$ cat src/rtl/riscv_pkg.sv
// Shared constants and types for the RISC-V fetch slice.
// Latency: n/a (declarations only).
// Backpressure: n/a.
package riscv_pkg;

    // Default geometry; riscv_fetch exposes these as overridable parameters.
    localparam int PC_WIDTH   = 15;
    localparam int INST_WIDTH = 32;
    localparam int RESET_PC   = 0;
    localparam int FQ_DEPTH   = 4;

    // Canonical NOP (addi x0, x0, 0), available to decode-side consumers.
    localparam logic [31:0] NOP_INST = 32'h0000_0013;

    // Fetch control state: RUN fetches sequentially, HALT parks after a
    // misaligned redirect until the next redirect or reset.
    typedef enum logic {
        ST_RUN  = 1'b0,
        ST_HALT = 1'b1
    } fetch_state_t;

    // A byte address is word-aligned when its two low bits are clear.
    function automatic logic is_word_aligned(input logic [1:0] lo_bits);
        return (lo_bits == 2'b00);
    endfunction

endpackage

$ cat src/rtl/riscv_fetch_fifo.sv
// Synchronous fetch queue holding {pc, inst} entries between imem and decode.
// Latency: an entry pushed at edge N is visible at dout after N (head is combinational).
// Backpressure: push is ignored when full unless a pop happens in the same cycle; flush wins over both.
//
// Ports: clk, reset (sync active-low), push/pop/flush controls, din/dout entry,
//        count (entries held), full, empty.
module riscv_fetch_fifo #(
    parameter int DEPTH = 4,
    parameter int DW    = 47,
    localparam int PTR_W = $clog2(DEPTH),
    localparam int CNT_W = PTR_W + 1
) (
    input  logic             clk,
    input  logic             reset,
    input  logic             push,
    input  logic             pop,
    input  logic             flush,
    input  logic [DW-1:0]    din,
    output logic [DW-1:0]    dout,
    output logic [CNT_W-1:0] count,
    output logic             full,
    output logic             empty
);
    import riscv_pkg::*;

    logic [DW-1:0]    mem_q [DEPTH];
    logic [PTR_W-1:0] wr_ptr_q, wr_ptr_d;
    logic [PTR_W-1:0] rd_ptr_q, rd_ptr_d;
    logic [CNT_W-1:0] count_q, count_d;
    logic             push_ok;
    logic             pop_ok;

    assign full  = (count_q == CNT_W'(DEPTH));
    assign empty = (count_q == '0);
    assign count = count_q;
    assign dout  = mem_q[rd_ptr_q];

    // Guard against overflow/underflow locally so a careless caller cannot
    // corrupt the pointers; a full queue still accepts a push paired with a pop.
    assign push_ok = push & (~full | pop) & ~flush;
    assign pop_ok  = pop & ~empty & ~flush;

    always_comb begin
        wr_ptr_d = wr_ptr_q;
        rd_ptr_d = rd_ptr_q;
        count_d  = count_q;
        if (flush) begin
            wr_ptr_d = '0;
            rd_ptr_d = '0;
            count_d  = '0;
        end else begin
            // DEPTH is a power of two, so natural pointer overflow is the wrap.
            if (push_ok) wr_ptr_d = wr_ptr_q + PTR_W'(1);
            if (pop_ok)  rd_ptr_d = rd_ptr_q + PTR_W'(1);
            case ({push_ok, pop_ok})
                2'b10:   count_d = count_q + CNT_W'(1);
                2'b01:   count_d = count_q - CNT_W'(1);
                default: count_d = count_q;
            endcase
        end
    end

    always_ff @(posedge clk) begin
        if (!reset) begin
            wr_ptr_q <= '0;
            rd_ptr_q <= '0;
            count_q  <= '0;
        end else begin
            wr_ptr_q <= wr_ptr_d;
            rd_ptr_q <= rd_ptr_d;
            count_q  <= count_d;
        end
    end

    // Storage needs no reset: entries are only observed while count > 0.
    always_ff @(posedge clk) begin
        if (push_ok) mem_q[wr_ptr_q] <= din;
    end

endmodule

$ cat src/rtl/riscv_fetch.sv
// Instruction-fetch stage: owns the PC, drives imem, queues {pc, inst} for decode.
// Latency: first valid 1 cycle after reset release; redirect target visible 2 edges after the redirect.
// Backpressure: id_ready low fills the queue, then imem_pc holds until a pop frees a slot.
//
// Ports: clk, reset (sync active-low); redirect_valid/redirect_pc from execute;
//        imem_pc out / imem_inst in to instruction memory; if_valid/if_inst/if_pc
//        to decode with id_ready back; misalign_err pulses after a misaligned redirect.
module riscv_fetch #(
    parameter int PC_WIDTH   = riscv_pkg::PC_WIDTH,
    parameter int INST_WIDTH = riscv_pkg::INST_WIDTH,
    parameter int RESET_PC   = riscv_pkg::RESET_PC,
    parameter int FQ_DEPTH   = riscv_pkg::FQ_DEPTH
) (
    input  logic                  clk,
    input  logic                  reset,
    input  logic                  redirect_valid,
    input  logic [PC_WIDTH-1:0]   redirect_pc,
    output logic [PC_WIDTH-1:0]   imem_pc,
    input  logic [INST_WIDTH-1:0] imem_inst,
    output logic                  if_valid,
    output logic [INST_WIDTH-1:0] if_inst,
    output logic [PC_WIDTH-1:0]   if_pc,
    input  logic                  id_ready,
    output logic                  misalign_err
);
    import riscv_pkg::*;

    localparam int ENTRY_W = PC_WIDTH + INST_WIDTH;
    localparam int CNT_W   = $clog2(FQ_DEPTH) + 1;

    fetch_state_t          state_q, state_d;
    logic [PC_WIDTH-1:0]   imem_pc_q, imem_pc_d;
    logic                  misalign_q, misalign_d;

    logic                  fq_push;
    logic                  fq_pop;
    logic                  fq_flush;
    logic                  fq_full;
    logic                  fq_empty;
    logic [CNT_W-1:0]      fq_count;
    logic [ENTRY_W-1:0]    fq_din;
    logic [ENTRY_W-1:0]    fq_dout;
    logic [PC_WIDTH-1:0]   head_pc;
    logic [INST_WIDTH-1:0] head_inst;

    riscv_fetch_fifo #(
        .DEPTH (FQ_DEPTH),
        .DW    (ENTRY_W)
    ) u_fq (
        .clk   (clk),
        .reset (reset),
        .push  (fq_push),
        .pop   (fq_pop),
        .flush (fq_flush),
        .din   (fq_din),
        .dout  (fq_dout),
        .count (fq_count),
        .full  (fq_full),
        .empty (fq_empty)
    );

    assign head_pc   = fq_dout[ENTRY_W-1:INST_WIDTH];
    assign head_inst = fq_dout[INST_WIDTH-1:0];

    // Head is presented combinationally; forced to zero when the queue is
    // empty so stale storage never leaks to decode.
    assign if_valid = (fq_count != '0);
    assign if_pc    = fq_empty ? '0 : head_pc;
    assign if_inst  = fq_empty ? '0 : head_inst;

    assign imem_pc      = imem_pc_q;
    assign misalign_err = misalign_q;

    // A redirect voids the pop and the push of its cycle: the head decode sees
    // that cycle belongs to the wrong path, and so does the imem word.
    assign fq_flush = redirect_valid;
    assign fq_pop   = if_valid & id_ready & ~redirect_valid;
    assign fq_push  = (state_q == ST_RUN) & ~redirect_valid & (~fq_full | fq_pop);
    assign fq_din   = {imem_pc_q, imem_inst};

    always_comb begin
        state_d    = state_q;
        imem_pc_d  = imem_pc_q;
        misalign_d = 1'b0;
        if (redirect_valid) begin
            if (is_word_aligned(redirect_pc[1:0])) begin
                imem_pc_d = redirect_pc;
                state_d   = ST_RUN;
            end else begin
                // Park on the aligned-down target so imem_pc stays word-aligned.
                imem_pc_d  = {redirect_pc[PC_WIDTH-1:2], 2'b00};
                misalign_d = 1'b1;
                state_d    = ST_HALT;
            end
        end else if (fq_push) begin
            // Wraps modulo 2^PC_WIDTH by construction.
            imem_pc_d = imem_pc_q + PC_WIDTH'(4);
        end
    end

    always_ff @(posedge clk) begin
        if (!reset) begin
            state_q    <= ST_RUN;
            imem_pc_q  <= PC_WIDTH'(RESET_PC);
            misalign_q <= 1'b0;
        end else begin
            state_q    <= state_d;
            imem_pc_q  <= imem_pc_d;
            misalign_q <= misalign_d;
        end
    end

endmodule

$ cat config.mk
export PLATFORM = sky130hd
export DESIGN_NAME = riscv_fetch
export DESIGN_NICKNAME = d
export VERILOG_FILES = /design/src/rtl/riscv_pkg.sv /design/src/rtl/riscv_fetch_fifo.sv /design/src/rtl/riscv_fetch.sv
export SDC_FILE = /design/constraint.sdc
export NUM_CORES = 1
export LEC_CHECK = 0
export ABC_AREA = 1
export ABC_CLOCK_PERIOD_IN_PS = 2900
export BUFFER_PORTS_ARGS = -buffer_cell sky130_fd_sc_hd__buf_2
export CAP_MARGIN = 40
export CORE_MARGIN = 2
export CORE_UTILIZATION = 52
export DETAILED_ROUTE_END_ITERATION = 8
export PLACE_DENSITY_LB_ADDON = 0.25
export SLEW_MARGIN = 10
export SYNTH_ARGS = -nofsm -noshare
export SYNTH_HDL_FRONTEND = slang
export SYNTH_SLANG_ARGS = --single-unit
$ cat constraint.sdc
create_clock -name clk -period 2.9 [get_ports clk]
set_clock_uncertainty 0.05 [all_clocks]
set_input_delay 0.29 -clock clk [delete_from_list [all_inputs] [get_ports clk]]
set_output_delay 0.29 -clock clk [all_outputs]
set_load 0.005 [all_outputs]
==> impl_metrics.ini, run 1 <==
[outcome]
status = finished clean

[clock_network]
cts.clk_slew.worst_paths_ps = 60
cts.sinks = 214
cts_setup_buffers = 0
clock_latency_ps = 480
cts_buffers = 21
cts_root_buf = clkbuf_16
cts_hold_buf = 36
cts_tree = done
cts_resized = 0
cts_max_path_buffers = 3
htreeDepth = 1

[timing]
rsz0062_at_grt = no
hold_viol = 0
fin_crit_sh_pct = 89.70
worst_pin_slew_ps = 754.5
max-slew-margin-rel_pct = 49.63
max_freq_ghz = 0.3844
setup_violations = 0
tns_ps = 0
setup_ws_ps = 298.8
slew_violations = 0
min_period_ps = 2601

[yosys]
syn_avg_cell_area_um2 = 11.26
netlist_top_cells_area = edfxtp_1 64%, nor2_1 9.0%, dfxtp_1 5.9%
synth_seq_area_share_pct = 69.68
yosysWarnings = 0
synth_nets = 844
synth-seq-cells = 214
netlist_instances = 786
yosysTopAreaCell = edfxtp_1
synthFlopType = edfxtp_1
yosysMostFrequentCell = nor2_1
syn_area_mm2 = 0.008848
synth_edf_count = 188
synth_common_cells = 213 x nor2_1, 188 x edfxtp_1, 61 x a21oi_1
synth.distinct_cells = 34
synth.top_cell.area_share_pct = 63.80
async_reset_ff_share_pct = 0

[finish]
final_core_util_pct = 63.79
drive_above_1_share_pct = 19.89
antenna_cells = 0
nFillCells = 1297
syn2layout_area_growth_pct = 19.56
design_area_mm2 = 0.01058
ff_latch_area_mm2 = 0.006171
multi_input_area_mm2 = 0.002276
fin_cells = 1165
nNetsFinal = 989

[worst_setup_path]
slowest_delay_ps = 540
crit_path_end_kind = output port
worstReg2RegStart = u_fq.count[1]
path_delay_family = buffers and inverters
critPathBufInv = 3
r2r_end = u_fq.count[2]
path_depth = 5
critPathArrivalTime_ps = 2260
critical_path.startpoint_type = register
critPathMaxFanout = 66
path_cells = inv_4, buf_4, o21ai_0, a21oi_1, buf_2
regToRegSetupSlack_ps = 820
slowest_stage = inv_4
cp-endpoint = if_inst[19]
r2r_cells = 10
critPathKind = reg2out
required_ps = 2560

[die]
start_util_pct = 53.36
row_count = 47
die_w_um = 134.4
io_pins = 115
dieArea_mm2 = 0.01808
core_area_mm2 = 0.01658
dieHeight_um = 134.4

[route]
drt-total-wl_um = 18310
dr.pass1.iters = 4
vias = 6039
ant_nets = 0
routedWlPerCell_um = 15.71
drc_errors = 0
via_per_inst = 5.184
initialDrtViolationCount = 497

[global_route]
track_usage_pct = 20.56
antenna_found_initial = 0
grt_overflow = 0
grt_pass1_wl_um = 29550
grt_pass1_vias = 5941
grt_max_degree = 67

[place]
place.gp.congestion = 0.8011
portBuffers = 114
pre_cts_ws_ps = 643.3
dp_hpwl_um = 10880
dp_cells = 1092
place_area_mm2 = 0.009595

[power]
power_frac_seq_pct = 54.6
sw_frac_of_total_pct = 21.54
internal-power_w = 0.005046
p_leak_nw = 4.012
p_per_area_mw_per_mm2 = 608.0
pwr-share-comb_pct = 6.9
irDropWorstVdd_uv = 341.6
p_switching_w = 0.001386
p_clk_share_pct = 38.6

[hold_path]
hold_class = in2reg

[flow_run]
max_cap_viol_count = 0
## state kept, by name, indices dropped and copies added, names as in the netlist, named ones only
register       count
u_fq.mem_q       188
imem_pc           15
u_fq.count         3
u_fq.rd_ptr_q      2
u_fq.wr_ptr_q      2
misalign_err       1
state_q            1
## routing by layer
| metal | global-route usage [%] | share of wire, % |
|---|---|---|
| met2 | 34.67 | 48 |
| met1 | 28.37 | 44 |
| met3 | 2.910 | 5.7 |
| met5 | 0 | 0 |
| met4 | 5.380 | 1.8 |
## worst register-to-register path, stage by stage (launching register included)
cell and delay [ps]:
dfxtp_1 320, nor2_2 140, nand2_2 80, nand2_4 240, ha_1 210, inv_1 70, fa_1 390, a21oi_1 140
o21ai_0 100, o21ai_0 160, a21oi_1 60
## cell families after synthesis
group | count (synthesis) | synth area share (%)
flops | 214 | 69.68
buf+inv | 80 | 4.935
xor+xnor | 1 | 0.09900
fa+ha+maj | 7 | 1.075
simple gates | 319 | 14.71
compound gates | 165 | 9.502
## metrics by stage
stage	power [W]	hold slack (ps)
after floorplan	0.003795	337.6
after global placement	0.003967	400.4
after detailed placement	0.003977	402.7
after CTS	0.006477	17.13
after global routing	0.006662	29.55
final	0.006432	29.16
## worst min path at each step
stage                     start    endpoint  cells past startpoint
2_1_floorplan             reset  imem_pc[5]                      2
3_5_place_dp   u_fq.rd_ptr_q[1]    register                      2
5_1_grt                   reset  imem_pc[5]                      3
4_1_cts                   reset  imem_pc[5]                      3
6_report                  reset  imem_pc[5]                      3
3_3_place_gp   u_fq.rd_ptr_q[1]    register                      2
## layout make-up
type | count | share of cell area (%)
Clock buffer | 25 | 5.109
Clock inverter | 12 | 0.7806
Inverter | 38 | 1.396
Multi-Input combinational cell | 492 | 21.51
Sequential cell | 214 | 58.33
Tap cell | 220 | 2.602
Timing Repair Buffer | 164 | 10.27
## power by group through the flow
stage	clock network [W]	registers [W]	logic [W]
final	0.00248	0.00351	0.000441
after global routing	0.00265	0.00352	0.000496
after CTS	0.00252	0.00351	0.000444
after detailed placement	0	0.00357	0.000403
after global placement	0	0.00357	0.000398
after floorplan	0	0.00356	0.000233
## cell usage in the layout (no fill, tap or decap), drive strengths merged
master,netlist,layout
clkinv,1,11
a211oi,1,1
inv,37,37
bufinv,0,1
buf,32,128
dlygate4sd3,0,36
ha,6,6
a21boi,1,1
o21bai,1,1
nand2,62,62
xnor2,1,1
o21a,1,1
nand3,32,32
edfxtp,188,188
o21ai,100,100
nand3b,1,1
fa,1,1
clkinvlp,0,1
nor2,221,221
dfxtp,26,26
or2,1,1
a21oi,61,61
nand4,2,2
clkbuf,10,25
Note: power is estimated with default switching activity, not from simulation.
==> run 2, diff against run 1 <==
--- a/config.mk
+++ b/config.mk
@@ -6,11 +6,10 @@
 export NUM_CORES = 1
 export LEC_CHECK = 0
 export ABC_AREA = 1
-export ABC_CLOCK_PERIOD_IN_PS = 2900
+export ABC_CLOCK_PERIOD_IN_PS = 2950
 export BUFFER_PORTS_ARGS = -buffer_cell sky130_fd_sc_hd__buf_2
 export CAP_MARGIN = 40
-export CORE_MARGIN = 2
-export CORE_UTILIZATION = 52
+export CORE_UTILIZATION = 57
 export DETAILED_ROUTE_END_ITERATION = 8
 export PLACE_DENSITY_LB_ADDON = 0.25
 export SLEW_MARGIN = 10
==> constraint.sdc (replaced) <==
create_clock -name clk -period 2.95 [get_ports clk]
set_clock_uncertainty 0.05 [all_clocks]
set_input_delay 0.295 -clock clk [delete_from_list [all_inputs] [get_ports clk]]
set_output_delay 0.295 -clock clk [all_outputs]
set_load 0.005 [all_outputs]
==> run 2 against run 1 <==
Sequential share of layout area fell by 0.55 points. Flip-flop and latch count unchanged. Utilization is 6.5 points higher. Largest cell class unchanged. Largest power group unchanged. Global-route usage grew 2.9 points. Clock-buffer cell count grew 3.
==> impl_metrics.ini, run 2 (synthesized netlist as in run 1, its figures left out) <==
[outcome]
status = finished clean

[power]
p_leak_nw = 4.069
pwr-share-comb_pct = 6.4
p_per_area_mw_per_mm2 = 635.0
irDropWorstVdd_uv = 402.6
p_total_w = 0.006781
p_switching_w = 0.001395
p_clk_share_pct = 42.7
sw_frac_of_total_pct = 20.57
power_frac_seq_pct = 50.9
internal-power_w = 0.005386

[worst_setup_path]
critPathMaxFanout = 84
critPathKind = reg2out
critPathBufInv = 2
critical_path.startpoint_type = register
slowest_stage = inv_4
worstReg2RegStart = u_fq.count[2]
path_cells = inv_4, o21ai_0, a21oi_1, buf_2
required_ps = 2610
regToRegSetupSlack_ps = 850
path_depth = 4
r2r_end = u_fq.count[2]
slowest_delay_ps = 650
crit_path_end_kind = output port
critPathArrivalTime_ps = 2330
cp-endpoint = if_pc[3]
path_delay_family = buffers and inverters
r2r_cells = 11

[global_route]
grt_pass1_wl_um = 29370
antenna_found_initial = 0
grt_pass1_vias = 6023
busiest_layer = met2
grt_max_degree = 85
track_usage_pct = 23.43
grt_util_met3_pct = 3.627
grtUsageMet1_pct = 30.24
grt_overflow = 0
use_met2_pct = 40.14

[die]
start_util_pct = 58.21
core_area_mm2 = 0.01520
io_pins = 115
die_w_um = 126.6
dieHeight_um = 126.6
row_count = 45
dieArea_mm2 = 0.01603

[route]
dr.pass1.iters = 5
via_per_inst = 5.471
drc_errors = 0
ant_nets = 0
initialDrtViolationCount = 525
drt-total-wl_um = 18560
vias = 6199
routedWlPerCell_um = 16.38

[clock_network]
cts.clk_slew.worst_paths_ps = 60
cts.sinks = 214
htreeDepth = 1
cts_max_path_buffers = 3
cts_buffers = 22
clock_latency_ps = 490
cts_root_buf = clkbuf_16
cts_tree = done

[finish]
multi_input_area_mm2 = 0.002276
nFillCells = 1061
nNetsFinal = 988
antenna_cells = 0
layout_commonest_cell = nor2_1
drive_above_1_share_pct = 19.89
regMostFlops = u_fq.mem_q
ff_latch_area_mm2 = 0.006171
design_area_mm2 = 0.01068
final_cell_mix = 209 x nor2_1, 188 x edfxtp_1, 114 x buf_2, 61 x a21oi_1, 59 x nand2_1
syn2layout_area_growth_pct = 20.69
largest_register_ffs = 188

[timing]
slew_violations = 0
worst_pin_slew_ps = 786.7
max-slew-margin-rel_pct = 47.55
setup_violations = 0
rsz0062_at_grt = no
max_freq_ghz = 0.3733
fin_crit_sh_pct = 90.80
hold_viol = 0
min_period_ps = 2678

[flow_run]
max_cap_viol_count = 0

[place]
portBuffers = 114
dp_hpwl_um = 10360
place_area_mm2 = 0.009560
place.gp.congestion = 0.8456

[hold_path]
holdPathStages = 3
hold_class = in2reg
run 2: cell types whose count changed in the layout (fill, tap and decap cells not counted), sizes merged:
cell	previous run	this run
bufinv	1	4
clkinv	11	7
inv	37	38
dlygate4sd3	36	35
buf	128	127
clkinvlp	1	0
clkbuf	25	28
run 2: repair_timing:
item,4_1_cts,5_1_grt
hold endpoints to repair,130,0
resized for setup,0,0
buffers inserted,0,0
endpoints found under the setup margin,0,0
hold buffers,35,0
run 2: worst min path at each step:
stage                                start    endpoint  slack (ps)
after floorplan                      reset  imem_pc[5]         340
after global placement    u_fq.rd_ptr_q[1]    register         390
after detailed placement  u_fq.rd_ptr_q[1]    register         410
after CTS                   redirect_pc[0]     state_q           7
after global routing        redirect_pc[0]     state_q          20
final                       redirect_pc[0]     state_q          10
run 2: worst reg2reg max path: stages, from the launching register on:
cell     delay [ps]
dfxtp_1         320
inv_2            50
nor2_1          110
nand2_2          70
nand2_4         250
ha_1            210
inv_1            70
fa_1            380
a21oi_1         140
o21ai_0         120
o21ai_0         170
a21oi_1          50
run 2: power groups by stage:
stage | clock network, W | registers (W) | logic [W]
4_1_cts | 0.00292 | 0.00345 | 0.000436
6_report | 0.00289 | 0.00345 | 0.000437
3_3_place_gp | 0 | 0.00351 | 0.000384
5_1_grt | 0.00305 | 0.00346 | 0.000487
3_5_place_dp | 0 | 0.00351 | 0.000396
2_1_floorplan | 0 | 0.00350 | 0.000229
run 2: stage by stage:
| step | hold slack [ps] | instances | utilization (%) | TNS (ps) | worst slack (ps) |
|---|---|---|---|---|---|
| 2_1_floorplan | 342.6 | 786 | - | -43940 | -233.7 |
| 6_report | 12.41 | 1133 | 70.25 | 0 | 271.5 |
| 5_1_grt | 18.02 | 1133 | 70.25 | 0 | 114.1 |
| 3_3_place_gp | 392.8 | 1059 | 62.89 | 0 | 734.8 |
| 3_5_place_dp | 405.4 | 1059 | 62.89 | 0 | 688.9 |
| 4_1_cts | 7.228 | 1133 | 70.25 | 0 | 283.8 |
run 2: per-layer routing:
layer / routed length [um] / up-vias / share of wire (%)
met5: 0 / - / 0
met4: 499 / 0 / 2.7
met3: 1333 / 41 / 7.2
met2: 9121 / 276 / 49
met1: 7605 / 2884 / 41
li1: - / 2998 / -
run 2: cell type report:
class,instances,area share (%)
clock buffers,28,5.753
repair buffers,162,10.12
inverters,38,1.383
flip-flops and latches,214,57.79
well taps,188,2.203
multi-input cells,492,21.31
clock inverters,11,1.441
==> run 3, diff against run 2 <==
==> constraint.sdc (replaced) <==
create_clock -name clk -period 2.95 [get_ports clk]
set_clock_uncertainty 0.05 [all_clocks]
set_input_delay 0.59 -clock clk [delete_from_list [all_inputs] [get_ports clk]]
set_output_delay 0.59 -clock clk [all_outputs]
set_load 0.005 [all_outputs]
==> run 3 against run 2 <==
Setup slack got worse by 58 ps. Flip-flop and latch count unchanged. Non-clock buffer count is 35 lower. Fmax down 2.1%. Final cell count decreased by 3.1%. Sequential share of layout area grew 2.5 points. Worst hold slack gained 260 ps. Global-route usage about the same. Combinational power fell by 7.8%. Largest cell class unchanged. Largest power group unchanged.
==> impl_metrics.ini, run 3 (synthesized netlist as in run 1, its figures left out) <==
[clock_network]
cts_buffers = 22
cts.sinks = 214
cts_tree = done
cts_max_path_buffers = 3
cts_setup_buffers = 0
htreeDepth = 1
cts_resized = 0
cts_root_buf = clkbuf_16
clock_latency_ps = 490
cts_hold_buf = 0
cts.clk_slew.worst_paths_ps = 60

[global_route]
grt_max_degree = 79
track_usage_pct = 23.41
grt_overflow = 0
grt_pass1_wl_um = 29550
grt_pass1_vias = 6089
antenna_found_initial = 0

[route]
via_per_inst = 5.607
initialDrtViolationCount = 510
vias = 6156
ant_nets = 0
drc_errors = 0
dr.pass1.iters = 5
drt-total-wl_um = 18410
routedWlPerCell_um = 16.76

[power]
power_frac_seq_pct = 53.7
sw_frac_of_total_pct = 21.42
irDropWorstVdd_uv = 367.3
pwr-share-comb_pct = 6.3
internal-power_w = 0.005051
p_switching_w = 0.001377
p_clk_share_pct = 40.1
p_leak_nw = 3.874
p_per_area_mw_per_mm2 = 628.2

[timing]
fin_crit_sh_pct = 92.76
hold_viol = 0
setup_ws_ps = 213.7
max_freq_ghz = 0.3655
rsz0062_at_grt = no
min_period_ps = 2736
setup_violations = 0
slew_violations = 0
worst_pin_slew_ps = 596.2
max-slew-margin-rel_pct = 60.25

[die]
dieArea_mm2 = 0.01603
die_w_um = 126.6
row_count = 45
core_area_mm2 = 0.01520
io_pins = 115
start_util_pct = 58.21
dieHeight_um = 126.6

[place]
portBuffers = 114
dp_hpwl_um = 11000
pre_cts_ws_ps = 321.6
place.gp.congestion = 0.8414
dp_cells = 1059

[worst_setup_path]
critPathMaxFanout = 40
crit_path_end_kind = output port
critPathBufInv = 3
critPathKind = reg2out
critical_path.startpoint_type = register
critPathArrivalTime_ps = 2100
path_delay_family = buffers and inverters
path_cells = inv_4, buf_4, o21ai_0, a21oi_1, buf_2
required_ps = 2310
slowest_stage = dfxtp_4
slowest_delay_ps = 420

[flow_run]
max_cap_viol_count = 0

[finish]
drive_above_1_share_pct = 20.33
regMostFlops = u_fq.mem_q
layout_commonest_cell = nor2_1
final_cell_mix = 209 x nor2_1, 188 x edfxtp_1, 114 x buf_2, 61 x a21oi_1, 59 x nand2_1
fin_cells = 1098
largest_register_ffs = 188
nFillCells = 1093
syn2layout_area_growth_pct = 15.64
antenna_cells = 0
nNetsFinal = 953

[hold_path]
hold_class = in2reg

[outcome]
status = finished clean
run 3: final cells by class:
| type | count | area [um2] | share of cell area, % |
|---|---|---|---|
| Multi-Input combinational cell | 492 | 2276 | 22.24 |
| Clock buffer | 29 | 598.1 | 5.845 |
| Timing Repair Buffer | 127 | 730.7 | 7.141 |
| Sequential cell | 214 | 6171 | 60.31 |
| Inverter | 38 | 147.6 | 1.443 |
| Tap cell | 188 | 235.2 | 2.299 |
| Clock inverter | 10 | 73.82 | 0.7214 |
run 3: metrics by stage:
step / TNS, ps / power [W] / utilization [%] / cell area, um2 / hold slack, ps
2_1_floorplan: -93460 / 0.003731 / - / 8848 / 383.4
3_3_place_gp: 0 / 0.003895 / 62.89 / 9560 / 401.0
3_5_place_dp: 0 / 0.003915 / 62.89 / 9560 / 396.9
4_1_cts: 0 / 0.006460 / 67.31 / 10230 / 259.1
5_1_grt: 0 / 0.006635 / 67.31 / 10230 / 260.5
6_report: 0 / 0.006428 / 67.31 / 10230 / 269.7
run 3: worst paths after layout:
| check | start | endpoint | slack, ps | cells past startpoint |
|---|---|---|---|---|
| worst max-delay path | register | if_inst[13] | 210 | 5 |
| worst min register to register | u_fq.rd_ptr_q[1] | register | 410 | 2 |
| worst min-delay path | imem_inst[8] | u_fq.mem_q[3][8] | 270 | 1 |
| worst max register to register | u_fq.count[2] | u_fq.count[2] | 760 | 11 |
run 3: power groups by stage:
stage	logic (W)	registers [W]	clock network (W)
floorplan	0.000229	0.00350	0
global placement	0.000388	0.00351	0
detailed placement	0.000403	0.00351	0
CTS	0.000405	0.00345	0.00261
global route	0.000452	0.00346	0.00273
finish	0.000403	0.00345	0.00258
run 3: worst reg2reg max path, delay by kind of cell, from the launching register on:
| kind | cells | cell delay [ps] |
|---|---|---|
| fa+ha+maj | 2 | 610 |
| compound gates | 4 | 520 |
| simple gates | 3 | 440 |
| flops | 1 | 320 |
| buf+inv | 2 | 120 |
run 3: layer usage:
layer / global-route usage (%) / part of all wire [%] / up-vias
met2: 39.81 / 49 / 246
met3: 2.868 / 6.6 / 34
met4: 8.150 / 2.0 / 0
met1: 31.43 / 42 / 2945
met5: 0 / 0 / -
li1: - / - / 2931
